**config.mk**
```make
export PLATFORM = sky130hd
export DESIGN_NAME = mgmt_gpio_flash_blinker
export DESIGN_NICKNAME = d
export VERILOG_FILES = /design/src/rtl/mgmt_gpio_flash_blinker.sv
export SDC_FILE = /design/constraint.sdc
export NUM_CORES = 1
export LEC_CHECK = 0
export ABC_AREA = 1
export BUFFER_PORTS_ARGS = -buffer_cell sky130_fd_sc_hd__clkbuf_2
export CAP_MARGIN = 20
export CORE_MARGIN = 10
export CORE_UTILIZATION = 45
export DETAILED_ROUTE_END_ITERATION = 7
export MAX_ROUTING_LAYER = met4
export SLEW_MARGIN = 25
export SYNTH_ARGS = -nofsm -noshare
export SYNTH_HDL_FRONTEND = slang
export SYNTH_SLANG_ARGS = --single-unit
```
**constraint.sdc**
```tcl
create_clock -name clock -period 2.8 [get_ports clock]
set_input_delay 0.28 -clock clock [delete_from_list [all_inputs] [get_ports clock]]
set_output_delay 0.28 -clock clock [all_outputs]
set_load 0.02 [all_outputs]
```
**src/rtl/mgmt_gpio_flash_blinker.sv**
```systemverilog
// mgmt_gpio_flash_blinker: boot-time management GPIO sequencer.
// Fetches a 4-byte blink descriptor {N, H[23:0]} from SPI flash (mode 0, MSB first).
// It then toggles gpio N times, with H clocks high and H clocks low per pulse.
// Build option: define FLASH_FAST_READ_EN to use the 0x0B fast-read command.
// In that build, 8 dummy SPI clocks are inserted between the address and the data.
//
// state    | meaning
// ---------+------------------------------------------------------------
// IDLE     | one cycle after reset release, loads command word
// CMD      | shifting out command byte + 24-bit address on io0
// DUMMY    | fast-read dummy clocks (FLASH_FAST_READ_EN builds only)
// DATA     | shifting in 32 descriptor bits from io1
// BLINK_HI | gpio high for H clocks
// BLINK_LO | gpio low for H clocks, then bump blink count
// DONE     | sequence finished, held until reset
module mgmt_gpio_flash_blinker #(
  parameter logic [23:0] FLASH_BASE = 24'h000000,
  parameter logic [7:0]  MAX_COUNT  = 8'hFF
) (
  input  logic       clock,
  input  logic       resetb,
  output logic       flash_csb,
  output logic       flash_clk,
  output logic       flash_io0,
  input  logic       flash_io1,
  output logic       gpio,
  input  logic [7:0] checkbits_lo,
  output logic [7:0] checkbits_hi,
  output logic       done
);

`ifdef FLASH_FAST_READ_EN
  localparam logic [7:0] CMD_BYTE = 8'h0B;
`else
  localparam logic [7:0] CMD_BYTE = 8'h03;
`endif

  typedef enum logic [2:0] {
    S_IDLE, S_CMD, S_DUMMY, S_DATA, S_BLINK_HI, S_BLINK_LO, S_DONE
  } state_t;

  state_t      state_q, state_d;
  logic        csb_q;
  logic        clk_q;
  logic [31:0] shift_q;
  logic [31:0] data_q;
  logic [4:0]  bit_q;
  logic [7:0]  n_q;
  logic [23:0] half_q;
  logic [23:0] tmr_q;
  logic [7:0]  cnt_q;
  logic [7:0]  chk_lo_unused_q;

  logic [23:0] desc_h;
  logic [7:0]  cnt_inc;
  logic        tmr_done;
  logic        bit_end_32;
  logic        bit_end_8;

  // A zero half-period would never expire, so it is promoted to one clock
  assign desc_h     = (data_q[23:0] == 24'd0) ? 24'd1 : data_q[23:0];
  assign cnt_inc    = (cnt_q == MAX_COUNT) ? cnt_q : cnt_q + 8'd1;
  assign tmr_done   = (tmr_q == 24'd0);
  // A SPI bit ends on the edge that drives flash_clk back low
  assign bit_end_32 = clk_q && (bit_q == 5'd31);
  assign bit_end_8  = clk_q && (bit_q == 5'd7);

  // State register
  always_ff @(posedge clock or negedge resetb) begin
    if (!resetb) state_q <= S_IDLE;
    else         state_q <= state_d;
  end

  // Next-state logic
  always_comb begin
    state_d = state_q;
    unique case (state_q)
      S_IDLE: state_d = S_CMD;
      S_CMD: begin
        if (bit_end_32) begin
`ifdef FLASH_FAST_READ_EN
          state_d = S_DUMMY;
`else
          state_d = S_DATA;
`endif
        end
      end
      S_DUMMY: if (bit_end_8) state_d = S_DATA;
      S_DATA: begin
        if (bit_end_32) state_d = (data_q[31:24] == 8'd0) ? S_DONE : S_BLINK_HI;
      end
      S_BLINK_HI: if (tmr_done) state_d = S_BLINK_LO;
      S_BLINK_LO: begin
        if (tmr_done) state_d = (cnt_inc == n_q) ? S_DONE : S_BLINK_HI;
      end
      S_DONE: state_d = S_DONE;
      default: state_d = S_IDLE;
    endcase
  end

  // Outputs decoded from state and SPI registers
  always_comb begin
    gpio         = (state_q == S_BLINK_HI);
    done         = (state_q == S_DONE);
    flash_io0    = (state_q == S_CMD) ? shift_q[31] : 1'b0;
    flash_csb    = csb_q;
    flash_clk    = clk_q;
    checkbits_hi = cnt_q;
  end

  // SPI shifter, descriptor capture, half-period timer and blink counter
  always_ff @(posedge clock or negedge resetb) begin
    if (!resetb) begin
      csb_q           <= 1'b1;
      clk_q           <= 1'b0;
      shift_q         <= 32'd0;
      data_q          <= 32'd0;
      bit_q           <= 5'd0;
      n_q             <= 8'd0;
      half_q          <= 24'd0;
      tmr_q           <= 24'd0;
      cnt_q           <= 8'd0;
      chk_lo_unused_q <= 8'd0;
    end else begin
      chk_lo_unused_q <= checkbits_lo;
      unique case (state_q)
        S_IDLE: begin
          csb_q   <= 1'b0;
          clk_q   <= 1'b0;
          shift_q <= {CMD_BYTE, FLASH_BASE};
          bit_q   <= 5'd0;
          cnt_q   <= 8'd0;
        end
        S_CMD, S_DUMMY, S_DATA: begin
          clk_q <= ~clk_q;
          if ((state_q == S_DATA) && !clk_q) data_q <= {data_q[30:0], flash_io1};
          if (clk_q) begin
            shift_q <= {shift_q[30:0], 1'b0};
            bit_q   <= (state_d != state_q) ? 5'd0 : bit_q + 5'd1;
          end
          if ((state_q == S_DATA) && (state_d != S_DATA)) begin
            csb_q  <= 1'b1;
            n_q    <= data_q[31:24];
            half_q <= desc_h;
            tmr_q  <= desc_h - 24'd1;
          end
        end
        S_BLINK_HI, S_BLINK_LO: begin
          tmr_q <= tmr_done ? half_q - 24'd1 : tmr_q - 24'd1;
          if ((state_q == S_BLINK_LO) && tmr_done) cnt_q <= cnt_inc;
        end
        default: ;
      endcase
    end
  end

endmodule

```
==> results of run 1 <==
where the power goes:
| part | switching (uW) | internal, uW |
|---|---|---|
| combinational | 59.2 | 25.8 |
| sequential | 0.162 | 1650 |
| clock | 777 | 1500 |
| total | 837 | 3180 |
layout make-up:
cell class	instances	area (sq um)
clock inverter	14	186.4
fill	1306	6272
sequential	114	2854
tap	176	220.2
timing repair buffer	28	190.2
clock buffer	18	439.2
inverter	103	389.1
multi-input combinational	555	2691
critical path: cells and delay by family (launching register included):
family	cells	cell delay, ns
buffers and inverters	3	0.53
and+or+nand+nor	12	1.06
DFF	1	0.44
adders and majority gates	1	0.17
worst max-delay path by stage:
stage,end,slack (ns),cells after the start
2_1_floorplan,tmr_q[10],0.76,17
3_3_place_gp,tmr_q[18],0.52,16
3_5_place_dp,tmr_q[18],0.51,16
4_1_cts,tmr_q[18],0.49,16
5_1_grt,bit_q[3],0.28,16
6_report,tmr_q[18],0.48,16
metrics by stage:
step | setup slack [ns] | hold slack [ns]
2_1_floorplan | 0.7572 | -0.01559
3_3_place_gp | 0.5200 | 0.2810
3_5_place_dp | 0.5052 | 0.2913
4_1_cts | 0.4873 | 0.1374
5_1_grt | 0.2795 | 0.1612
6_report | 0.4772 | 0.1399
timing repair:
action,in CTS,in global routing
hold endpoints to repair,35,0
hold buffers,1,0
setup endpoints to repair,0,0
synthesized netlist by cell type (2+ instances only):
library cell	n
nand2_1	244
dfrtp_1	113
inv_1	100
o21ai_0	80
nand3_1	70
nor2_1	53
clkbuf_1	17
nand2_2	16
o22ai_1	13
xnor2_1	11
nand4_1	10
nor2_2	8
xor2_1	8
nand3b_1	5
nor2_4	5
a21oi_1	4
buf_2	4
ha_1	4
o21ai_1	4
buf_6	3
nor3_1	3
buf_4	2
inv_2	2
nand3_2	2
nor2_8	2
cells in the final DEF, fill, tap and decap left out, types with 2 or more instances in the layout:
cell type	count
bufinv_16	4
clkinv_2	4
o21ai_0	80
o21ai_1	4
nand2_1	242
o22ai_1	13
nor2_1	53
nand3_1	70
nor2_2	8
dfrtp_1	113
clkbuf_2	14
nor2_4	5
inv_1	100
a21oi_1	4
nor2_8	2
nand3b_1	5
clkbuf_16	17
inv_2	2
buf_4	12
nor3_1	3
ha_1	4
nand2_2	18
xnor2_1	11
nand3_2	2
clkinvlp_4	5
xor2_1	8
nand4_1	10
kinds of logic (layout without fill, tap and decap cells):
| logic type | count (synthesis) | count (layout) | synth area share [%] |
|---|---|---|---|
| buffers and inverters | 130 | 163 | 8.833 |
| AOI/OAI and AO/OA | 109 | 109 | 9.595 |
| and+or+nand+nor | 423 | 423 | 31.05 |
| xor gates and xnor gates | 19 | 19 | 2.738 |
| DFF | 114 | 114 | 46.96 |
| adders and majority gates | 4 | 4 | 0.8236 |
metal layers:
metal  vias up  GRT usage (%)  share of wire (%)
met1      2358          20.56                 49
li1       2565              -                  -
met3        18          3.911                4.3
met4         0          7.219                1.7
met2        93          25.22                 45
met5         -              -                  0
flip-flops by register name, indices dropped and copies added (netlist names):
name and count:
half_q 24, data_q 32, state_q 3, bit_q 5, tmr_q 24, checkbits_hi 8
shift_q 8, flash_csb 1, n_q 8, flash_clk 1
==> results.md, run 1 <==
- The number of different library cells used by synthesis comes to 41.
- After the last flow step, the layout net total stands at 834.
- Measured along the x axis, the die boundary spans 136.2 microns.
- After detailed routing, the number of remaining DRC violations is 0.
- The signal on the critical path passes through inv_2 > nor2_8 > inv_4 > buf_4 > nand2_1 > nand2_2 > ha_1 > nand2_1 > nor2_1 > nand2_2 > nor2_2 > nand2_1 > nand2_1 > nand2_1 > nand2_1 > nand2_1.
- The number of cells after detailed placement is 975.
- The y dimension of the die is 136.2 microns.
- The root buffer cell is clkbuf_16.
- The critical hold path startpoint is flash_io1.
- Sorting the synthesized cells by area gives the leading types as dfrtp_1 47%, nand2_1 15%, o21ai_0 6.6%.
- Port buffering added 15 buffers.
- Along the worst path, the maximum fanout reaches 12.
- The total clock sinks is 114.
- In this design, the stage delay of the slowest critical-path cell is 0.44 ns.
- The number of routed nets with antenna violations is 0.
- The finished layout holds 1008 standard cells, fillers aside.
- The aggregate global-route resource usage is 16.53%.
- The max-capacitance violation count is 0.
- The pin count of the biggest net entering global routing is 65.
- The floorplan step defined a die boundary enclosing 0.01855 sq mm.
- The synthesized area per cell is 7.606 sq um.
- The post-route core utilization is 52.64%.
- The CTS buffer count is 17.
- On the critical path, the stage with the largest delay is an instance of dfrtp_1.
- In this run the count of I/O pins placed on the die edge is 24.
- Power spread over the standard cell area amounts to 576.1 mW/mm^2.
- The run finished with clean final reports.
- The register bit total from synthesis is 114.
- Subtracting the final worst setup slack from the clock period gives 2.323 ns.
- The maximum vdd drop is 0.0003327 V.
- In this run, the number of DRC markers left after iteration 0 of detailed routing was 345.
- Counting instances, the worst hold path has a depth of 3.
- Summing the sequential cell areas from Yosys gives 46.96% of the chip area.
- Detailed placement ended at an HPWL of 9.436 mm.
- Summing over every cut layer, the via total after detailed routing is 5034.
- The via count of the first global-routing pass is 4920.
- Setup repair after global routing left no endpoint under its margin.
- The library cell appearing most often on the critical path is nand2_1.
- The cell taking the most area after synthesis is dfrtp_1.
- When the netlist entered floorplanning its net count stood at 814.
- From synthesis to final layout, the design area changed by 14.70%.
- The number of synthesized flops with an enable pin is 0.
- The floorplan core area is 0.01324 sq mm.
- The mapped netlist covers 0.006077 sq mm.
- Post-CTS timing repair inserted 0 buffers for setup.
- The leakage power is 0.003519 uW.
- The Yosys warning count is 0.
- The slew of the pin with the lowest slew margin is 0.6305 ns.
- The worst hold path endpoint is data_q[0].
- The hold violation count in the final report is 0.
- Derived from the worst setup path, the maximum achievable clock frequency is 430.5 MHz.
- The depth of the worst register-to-register path is 16.
- The standard cell area after detailed placement is 0.006335 sq mm.
- The count of cells resized by post-cts repair is 0.
- After detailed routing, the total wire length is 13.77 mm.
- The first global-routing pass estimated 23.69 mm of wire.
- The worst reg2reg path startpoint is state_q[2].
- The count of pins over their slew limit is 0.
- The final setup violation count is 0.
- The final standard cell area without fillers is 0.006970 sq mm.
- The endpoint type of the worst setup path is a flop.
- The capture instance of the worst register-to-register path is tmr_q[18].
- Synthesis produced 799 cells.
- The data required time of the critical path is 3.11 ns.
- Global routing finished with a remaining overflow of 0.
- After synthesis, the largest area contributor takes up 46.53% of total cell area.
- Before antenna repair, the detailed router went through 5 iterations.
- The remaining max-slew budget at the tightest pin is 57.92%.
- For this run, asynchronously set or reset flops after synthesis account for 100.0%.
- The initial utilization of the core area, before any placement, comes to 45.89%.
- 0 antenna diodes ended up in the layout.
- The most critical setup path has its startpoint at state_q[2].
- Data arrives at the worst endpoint at 2.63 ns.
- The total power of the final layout is 4016 uW.
- The congestion estimate from routability-driven global placement came to 0.9223.
- The worst setup path is launched from a flop.
- In the final timing run, aggregate negative setup slack is 0 ns.
- The average wire per standard cell is 13.66 microns.
- The main flop type after synthesis is dfrtp_1.
- The CTS clock-pin slew for the worst setup and hold paths is 0.05 ns.
- The source-to-sink clock delay at the later pin of the worst-skew pair is 0.42 ns.
- Between clock sinks in the finished design, the worst skew comes to 0.004821 ns.
- The critical setup path kind is reg2reg.
- After detailed routing, the number of vias per cell comes to 4.994.
- Of the cells placed in the final design, the portion with a size suffix greater than 1 is 12.14%.
- TritonCTS built the clock tree.
- The maximum buffer depth of the clock tree is 2.
- The number of antenna violations at the first check in global routing is 0.
- The floorplan has 42 rows.
- The ratio of final minimum period to clock period is 82.96%.
- The reg-to-reg setup timing slack is 0.48 ns.
- The maximum level of the CTS H-tree is 4.
- The type of the most critical hold path is in2reg.
Power figures use the tool's default switching activity.
==> run 2: changes to the inputs <==
==> constraint.sdc (replaced) <==
create_clock -name clock -period 1.9 [get_ports clock]
set_input_delay 0.19 -clock clock [delete_from_list [all_inputs] [get_ports clock]]
set_output_delay 0.19 -clock clock [all_outputs]
set_load 0.02 [all_outputs]
==> results.md, run 2 (synthesis gave the netlist of run 1 again) <==
- The checks that failed: negative setup slack.
- Setup repair after global routing could not meet its margin everywhere.
- The number of routed nets with antenna violations is 0.
- The first global-routing pass estimated 26.90 mm of wire.
- The cell class contributing the biggest share of worst-path delay is simple AND/OR/NAND/NOR gates.
- The data required time of the critical path is 2.22 ns.
- STA classifies the critical path endpoint as a flop.
- The post-route core utilization is 62.12%.
- The switching power is 1253 uW.
- Once layout is complete, the cells apart from fillers number 1116.
- The aggregate global-route resource usage is 18.72%.
- The detailed router finished its first iteration with 357 violations.
- The max-capacitance violation count is 0.
- The flip-flop count of the largest register after layout is 32.
- The remaining design rule violation count is 0.
- The die covers 0.01855 sq mm.
- Subtracting the final worst setup slack from the clock period gives 2.105 ns.
- TritonCTS built the clock tree.
- The count of TritonRoute iterations in the first routing pass is 5.
- For the worst-skew pair, the clock arrives at the later sink with an insertion delay of 0.43 ns.
- The number of antenna violations at the first check in global routing came to 0.
- The number of cells after detailed placement is 1070.
- At the pin with the least slew margin, the transition time is 0.4793 ns.
- In this run, CTS created clock tree buffers numbering 17.
- The congestion estimate from routability-driven global placement came to 0.9497.
- Summed over all nets, the half-perimeter wirelength after detailed placement is 10.93 mm.
- By instance count, the cell type seen most on the critical path is nand2_2.
- The internal portion of the total power is 4780 uW.
- The critical path goes through ha_4 > nand3_4 > nor2_4 > nand3_4 > nand2_2 > nor2_2 > nor2_2 > inv_1 > nand2_1 > nand3_1 > nor2_1 > nand3_1 > nand2_2 > nand2_4 > nand3_2 > nand2_2.
- Counting both buffers and inverters, the worst setup path holds a total of 1.
- The worst stage delay on the critical path is 0.38 ns.
- In the final layout, the share of cells above drive strength 1 is 29.15%.
- The number of antenna diodes is 0.
- The aggregate routed wire length is 16.16 mm.
- After clock tree synthesis, the clock-pin slew on the worst setup and hold paths is 0.06 ns.
- The remaining max-slew budget at the tightest pin is 68.05%.
- The maximum vdd drop is 0.0006548 V.
- The minimum setup slack after placement is -0.2545 ns.
- Entering global routing, the biggest net connects 65 pins.
- The effective utilization at floorplan is 45.89%.
- The register containing the most flip-flops in the final layout is data_q.
- The setup check on the worst reg-to-reg path leaves a slack of -0.21 ns.
- The H-tree generated during clock tree synthesis spans 4 levels.
- The remaining global-route overflow is 0.
- The ratio of final minimum period to clock period is 110.8%.
- The worst setup path is of the reg2reg kind.
- Relative to the synthesized area, the layout overhead comes to 35.37%.
- The maximum frequency from static timing analysis is 475.0 MHz.
- The worst clock skew is 0.009266 ns.
- The via count is 5587.
- Net switching is 20.77% of the power.
- The floorplan step set the die height to 136.2 microns.
- The largest fanout on the critical path is 6.
- The number of nets in the layout is 942.
- The total power density per cell area is 733.4 mW/mm^2.
- In the layout the commonest cells are 225 x nand2_1, 110 x dfrtp_1, 105 x buf_4.
- The flow ran to the end, but the final reports show violations.
- In this run the standard cell core region covers 0.01324 sq mm.
- Combinational cells account for 2.8% of the total power.
- The tree is rooted in a clkbuf_16.
- The clock share of power is 56.9%.
- The number of standard-cell rows in the floorplan is 42.
- For this design the static power due to leakage is 0.004170 uW.
- The count of pins over their slew limit is 0.
- Data on the critical path arrives at its endpoint at 2.43 ns.
- The kind of launch point of the worst setup path is a flop.
- The post-route worst hold slack is 0.05932 ns.
- The largest registers in the layout are data_q x32, half_q x24, tmr_q x24.
- The horizontal die dimension is 136.2 microns.
- Leaving out fill and tap cells, the most frequent cell in the layout is nand2_1.
- The hold violation count in the final report is 0.
- 24 I/O pins were placed.
- The total power of the final layout is 6033 uW.
- The worst setup margin is -0.2054 ns.
- The via count of the first global-routing pass is 5585.
- The tightest min-delay check is of the in2reg type.
- The total clock sinks is 114.
- The number of buffer cells added on primary ports is 15.
- Sequential cells burn 40.3% of the power.
- The average wire per standard cell is 14.48 microns.
- The longest clock path from root to sink contains 2 buffers.
- Setup violations remaining at the end of the flow were counted as 27.
- The slowest cell on the critical path is dfrtp_2.
- The per-cell via count in the routed design is 5.006.
-- run 2: cell types whose count changed in the layout (fill, tap and decap cells not counted), moves of 5 or more --
cell / before / now
nand2_2: 18 / 30
nor2_4: 5 / 14
nand3_2: 2 / 16
nand2_4: 1 / 6
nand2_1: 242 / 225
nor2_2: 8 / 17
nor2_1: 53 / 35
o21ai_0: 80 / 75
nand3_1: 70 / 54
buf_6: 0 / 9
buf_4: 12 / 105
buf_12: 1 / 7
-- run 2: power groups by stage --
stage	registers, uW	logic, uW	clock network (uW)
3_5_place_dp	2470	144	0
4_1_cts	2430	154	3480
5_1_grt	2430	188	3610
6_report	2430	167	3430
2_1_floorplan	2470	57.1	0
3_3_place_gp	2470	142	0
-- run 2: area by class of cell --
type	instances	area, sq um
multi-input combinational	555	3015
tap	176	220.2
timing repair buffer	136	1110
clock inverter	10	155.1
clock buffer	22	474.2
sequential	114	2858
inverter	103	394.1
fill	1168	5016
-- run 2: worst paths after layout --
path | start | cells past startpoint | end
setup / recovery | checkbits_hi[0] | 16 | bit_q[1]
hold / removal | flash_io1 | 3 | data_q[0]
setup reg to reg | checkbits_hi[0] | 16 | bit_q[1]
hold reg to reg | flash_csb | 2 | flash_csb
max in group asynchronous | resetb | 3 | flash_csb
min in group asynchronous | resetb | 2 | shift_q[31]
-- run 2: routing by layer --
metal / vias to the layer above / wire, microns / track usage [%] / share of wire (%)
met5: - / 0 / - / 0
met4: 0 / 269 / 6.982 / 1.7
met3: 30 / 542 / 3.801 / 3.4
met2: 89 / 7824 / 29.64 / 48
met1: 2679 / 7525 / 23.21 / 47
li1: 2789 / - / - / -
-- run 2: per-stage QoR --
| step | TNS (ns) | cell area, sq um |
|---|---|---|
| after floorplan | -0.04432 | 6161 |
| after global placement | -5.422 | 7178 |
| after detailed placement | -5.560 | 7178 |
| after CTS | -2.298 | 7994 |
| after global routing | -7.286 | 8227 |
| final | -3.016 | 8227 |
-- run 2: worst min-delay path: stages --
cell      delay (ns)
clkbuf_2        0.08
nor2_1          0.05
a21oi_1         0.12
-- run 2: repair_timing --
item	CTS	global route
buffers inserted	6	9
hold buffers	1	0
pin swaps	22	23
hold endpoints to repair	33	0
gates resized for setup	36	50
gates cloned	0	0
endpoints found under the setup margin	60	68
==> run 3: changes to the inputs <==
--- a/config.mk
+++ b/config.mk
@@ -6,11 +6,11 @@
 export NUM_CORES = 1
 export LEC_CHECK = 0
 export ABC_AREA = 1
-export BUFFER_PORTS_ARGS = -buffer_cell sky130_fd_sc_hd__clkbuf_2
 export CAP_MARGIN = 20
 export CORE_MARGIN = 10
 export CORE_UTILIZATION = 45
 export DETAILED_ROUTE_END_ITERATION = 7
+export DONT_BUFFER_PORTS = 1
 export MAX_ROUTING_LAYER = met4
 export SLEW_MARGIN = 25
 export SYNTH_ARGS = -nofsm -noshare
==> results.md, run 3 (synthesis gave the netlist of run 1 again) <==
- The run finished, with violations left.
- The checks that failed: negative hold slack, negative setup slack.
- The final setup violation count is 27.
- In the final layout, flip-flops and latches occupy 0.002856 sq mm.
- Cells with a size suffix above 1 make up 33.89% of the layout.
- The number of cells after detailed placement is 1062.
- Along the worst path, the maximum fanout reaches 3.
- At the later pin of the worst-skew pair, clock insertion delay measures 0.42 ns.
- The maximum level of the CTS H-tree is 4.
- The startpoint identified for the worst register-to-register timing path is tmr_q[8].
- The quantity of hold-fixing buffers added after cts is 1.
- The per-cell via count in the routed design is 5.063.
- The aggregate global-route resource usage is 17.78%.
- At the pin with the least slew margin, the transition time is 0.5532 ns.
- The number of fill cells in the layout is 1118.
- The pin count of the biggest net entering global routing is 115.
- The number of antenna diodes in the final layout is 0.
- The max-capacitance violation count is 0.
- The worst setup margin is -0.2540 ns.
- The ratio of final minimum period to clock period is 113.4%.
- The count of non-filler cells in the finished layout is 1132.
- The floorplan step set the die width to 136.2 microns.
- The worst clock skew is 0.005723 ns.
- The floorplan has 42 rows.
- In this run the remaining antenna-violating nets after routing total 0.
- The worst setup path is launched from a flop.
- The effective utilization at floorplan is 45.89%.
- The y dimension of the die is 136.2 microns.
- The maximum frequency from static timing analysis is 464.3 MHz.
- The reg-to-reg setup timing slack is -0.25 ns.
- TritonCTS built the clock tree.
- Data arrives at the worst endpoint at 2.46 ns.
- The depth of the worst register-to-register path is 15.
- For this run, the post-layout net count is 959.
- The count of pins over their slew limit is 0.
- The endpoint type of the worst setup path is a flop.
- After layout, the minimum clock period comes to 2.154 ns.
- The total clock sinks is 114.
- The area growth from synthesis to layout is 41.26%.
- The library cell used most frequently in the layout, excluding fill and tap cells, is nand2_1.
- The region available for standard cell placement spans 0.01324 sq mm.
- Dividing the detail-routed wire length by the instance count gives 14.82 microns.
- The capture instance of the worst register-to-register path is tmr_q[14].
- The CTS buffer count is 17.
- The register containing the most flip-flops in the final layout is data_q.
- Clock tree synthesis selected as its root buffer the cell clkbuf_16.
- During placement, the flow inserted port buffers numbering 0.
- The analysis attributes to cell leakage a power of 0.004292 uW.
- The critical setup path kind is reg2reg.
- Setup repair after global routing could not meet its margin everywhere.
- After detailed routing, the total wire length is 16.78 mm.
- At the worst endpoint, the required time is 2.21 ns.
- IR analysis of the VDD net gives a maximum drop of 0.0005085 V.
- The via count of the first global-routing pass came to 5334.
- The flip-flop count of the largest register after layout is 32.
- In the final layout, the registers with the most flip-flops are data_q x32, half_q x24, tmr_q x24.
- Measured against its own limit, the worst slew margin works out to 63.12%.
- The total power density per cell area is 704.3 mW/mm^2.
- Clock-pin slew was measured on the worst setup and hold paths at 0.05 ns.
- The first routing iteration left 354 violations.
- The routed layout has 5731 vias.
- The worst hold path belongs to the class in2async.
- The number of antenna violations at the first check in global routing is 0.
- The maximum buffer depth of the clock tree is 2.
- The first global-routing pass estimated 25.80 mm of wire.
- The post-route worst hold slack is -0.5351 ns.
- The first TritonRoute pass finished after 5 iterations.
- 24 I/O pins were placed.
- The library cells used most frequently in the layout, excluding fill and tap cells, are 210 x nand2_1, 133 x buf_4, 111 x dfrtp_1.
- The hold violation count in the final report was 114.
- Total power for the finished layout comes to 6046 uW.
- The remaining global-route overflow is 0.
- The weighted congestion at the end of routability-driven global placement is 0.9254.
- The total die area is 0.01855 sq mm.
- In the routed design, unresolved DRC markers number 0.
- After legalization and detailed placement, the total HPWL measured 10.73 mm.
- In the final layout, the multi-input gates occupy 0.003192 sq mm.
## run 3: changes by cell type in the layout (fill, tap and decap cells not counted), moves of 5 or more
cell      previous run  this run
buf_4              105       133
nand3_1             54        47
nand2_2             30        39
nand3_2             16        21
clkbuf_2            14         0
nand2_4              6        12
nand2_1            225       210
## run 3: layout make-up
cell class                 instances  share of cell area, %
tap                              176                  2.565
timing repair buffer             153                  14.90
clock buffer                      22                  5.407
clock inverter                     9                  2.084
sequential                       114                  33.28
inverter                         103                  4.591
multi-input combinational        555                  37.18
## run 3: how the worst max path moves through the flow
stage	depth (start not counted)	slack [ns]	startpoint	to
2_1_floorplan	17	-0.03	tmr_q[3]	tmr_q[10]
3_3_place_gp	14	-0.19	tmr_q[13]	tmr_q[15]
3_5_place_dp	15	-0.27	tmr_q[9]	bit_q[1]
4_1_cts	16	-0.17	checkbits_hi[1]	bit_q[1]
5_1_grt	15	-0.38	tmr_q[8]	tmr_q[14]
6_report	15	-0.25	tmr_q[8]	tmr_q[14]
## run 3: per-layer routing
layer | up-vias | track usage (%) | share of wire, %
met5 | - | - | 0
met4 | 0 | 6.095 | 2.0
met3 | 28 | 3.948 | 3.9
met2 | 108 | 27.75 | 49
met1 | 2775 | 22.40 | 45
li1 | 2820 | - | -
## run 3: worst max-delay path: stages (launching register included)
cell and delay [ns]:
dfrtp_1 0.40, nor2_2 0.20, nand3_2 0.12, nor2_4 0.16, nand2_2 0.09, buf_6 0.13
o21ai_2 0.13, nand2_2 0.10, ha_4 0.19, nand2_4 0.07, nor2_4 0.04, nand2_4 0.09
nor2_4 0.07, xnor2_2 0.13, nand2_1 0.07, nand2_1 0.05
## run 3: power breakdown
part	internal [uW]	total, uW	switching (uW)
Combinational	52.0	108	56.3
Clock	2390	3510	1120
Sequential	2430	2430	0.311
## run 3: per-stage QoR
stage	hold WS (ns)	setup TNS, ns	cell area (sq um)	util, %	worst slack [ns]
detailed placement	-0.1026	-5.656	7103	53.64	-0.2665
finish	-0.5351	-4.836	8584	64.82	-0.2540
global route	-0.5510	-8.341	8584	64.82	-0.3772
CTS	-0.5462	-2.809	7908	59.71	-0.1690
global placement	-0.1023	-3.846	7103	53.64	-0.1899
floorplan	-0.1056	-0.04432	6161	-	-0.03178
## run 3: repair_timing
| item | CTS | global route |
|---|---|---|
| gates cloned | 0 | 1 |
| resized for setup | 30 | 110 |
| pin swaps | 15 | 73 |
| hold endpoints to repair | 115 | 114 |
| buffers inserted | 6 | 32 |
| endpoints found under the setup margin | 30 | 52 |
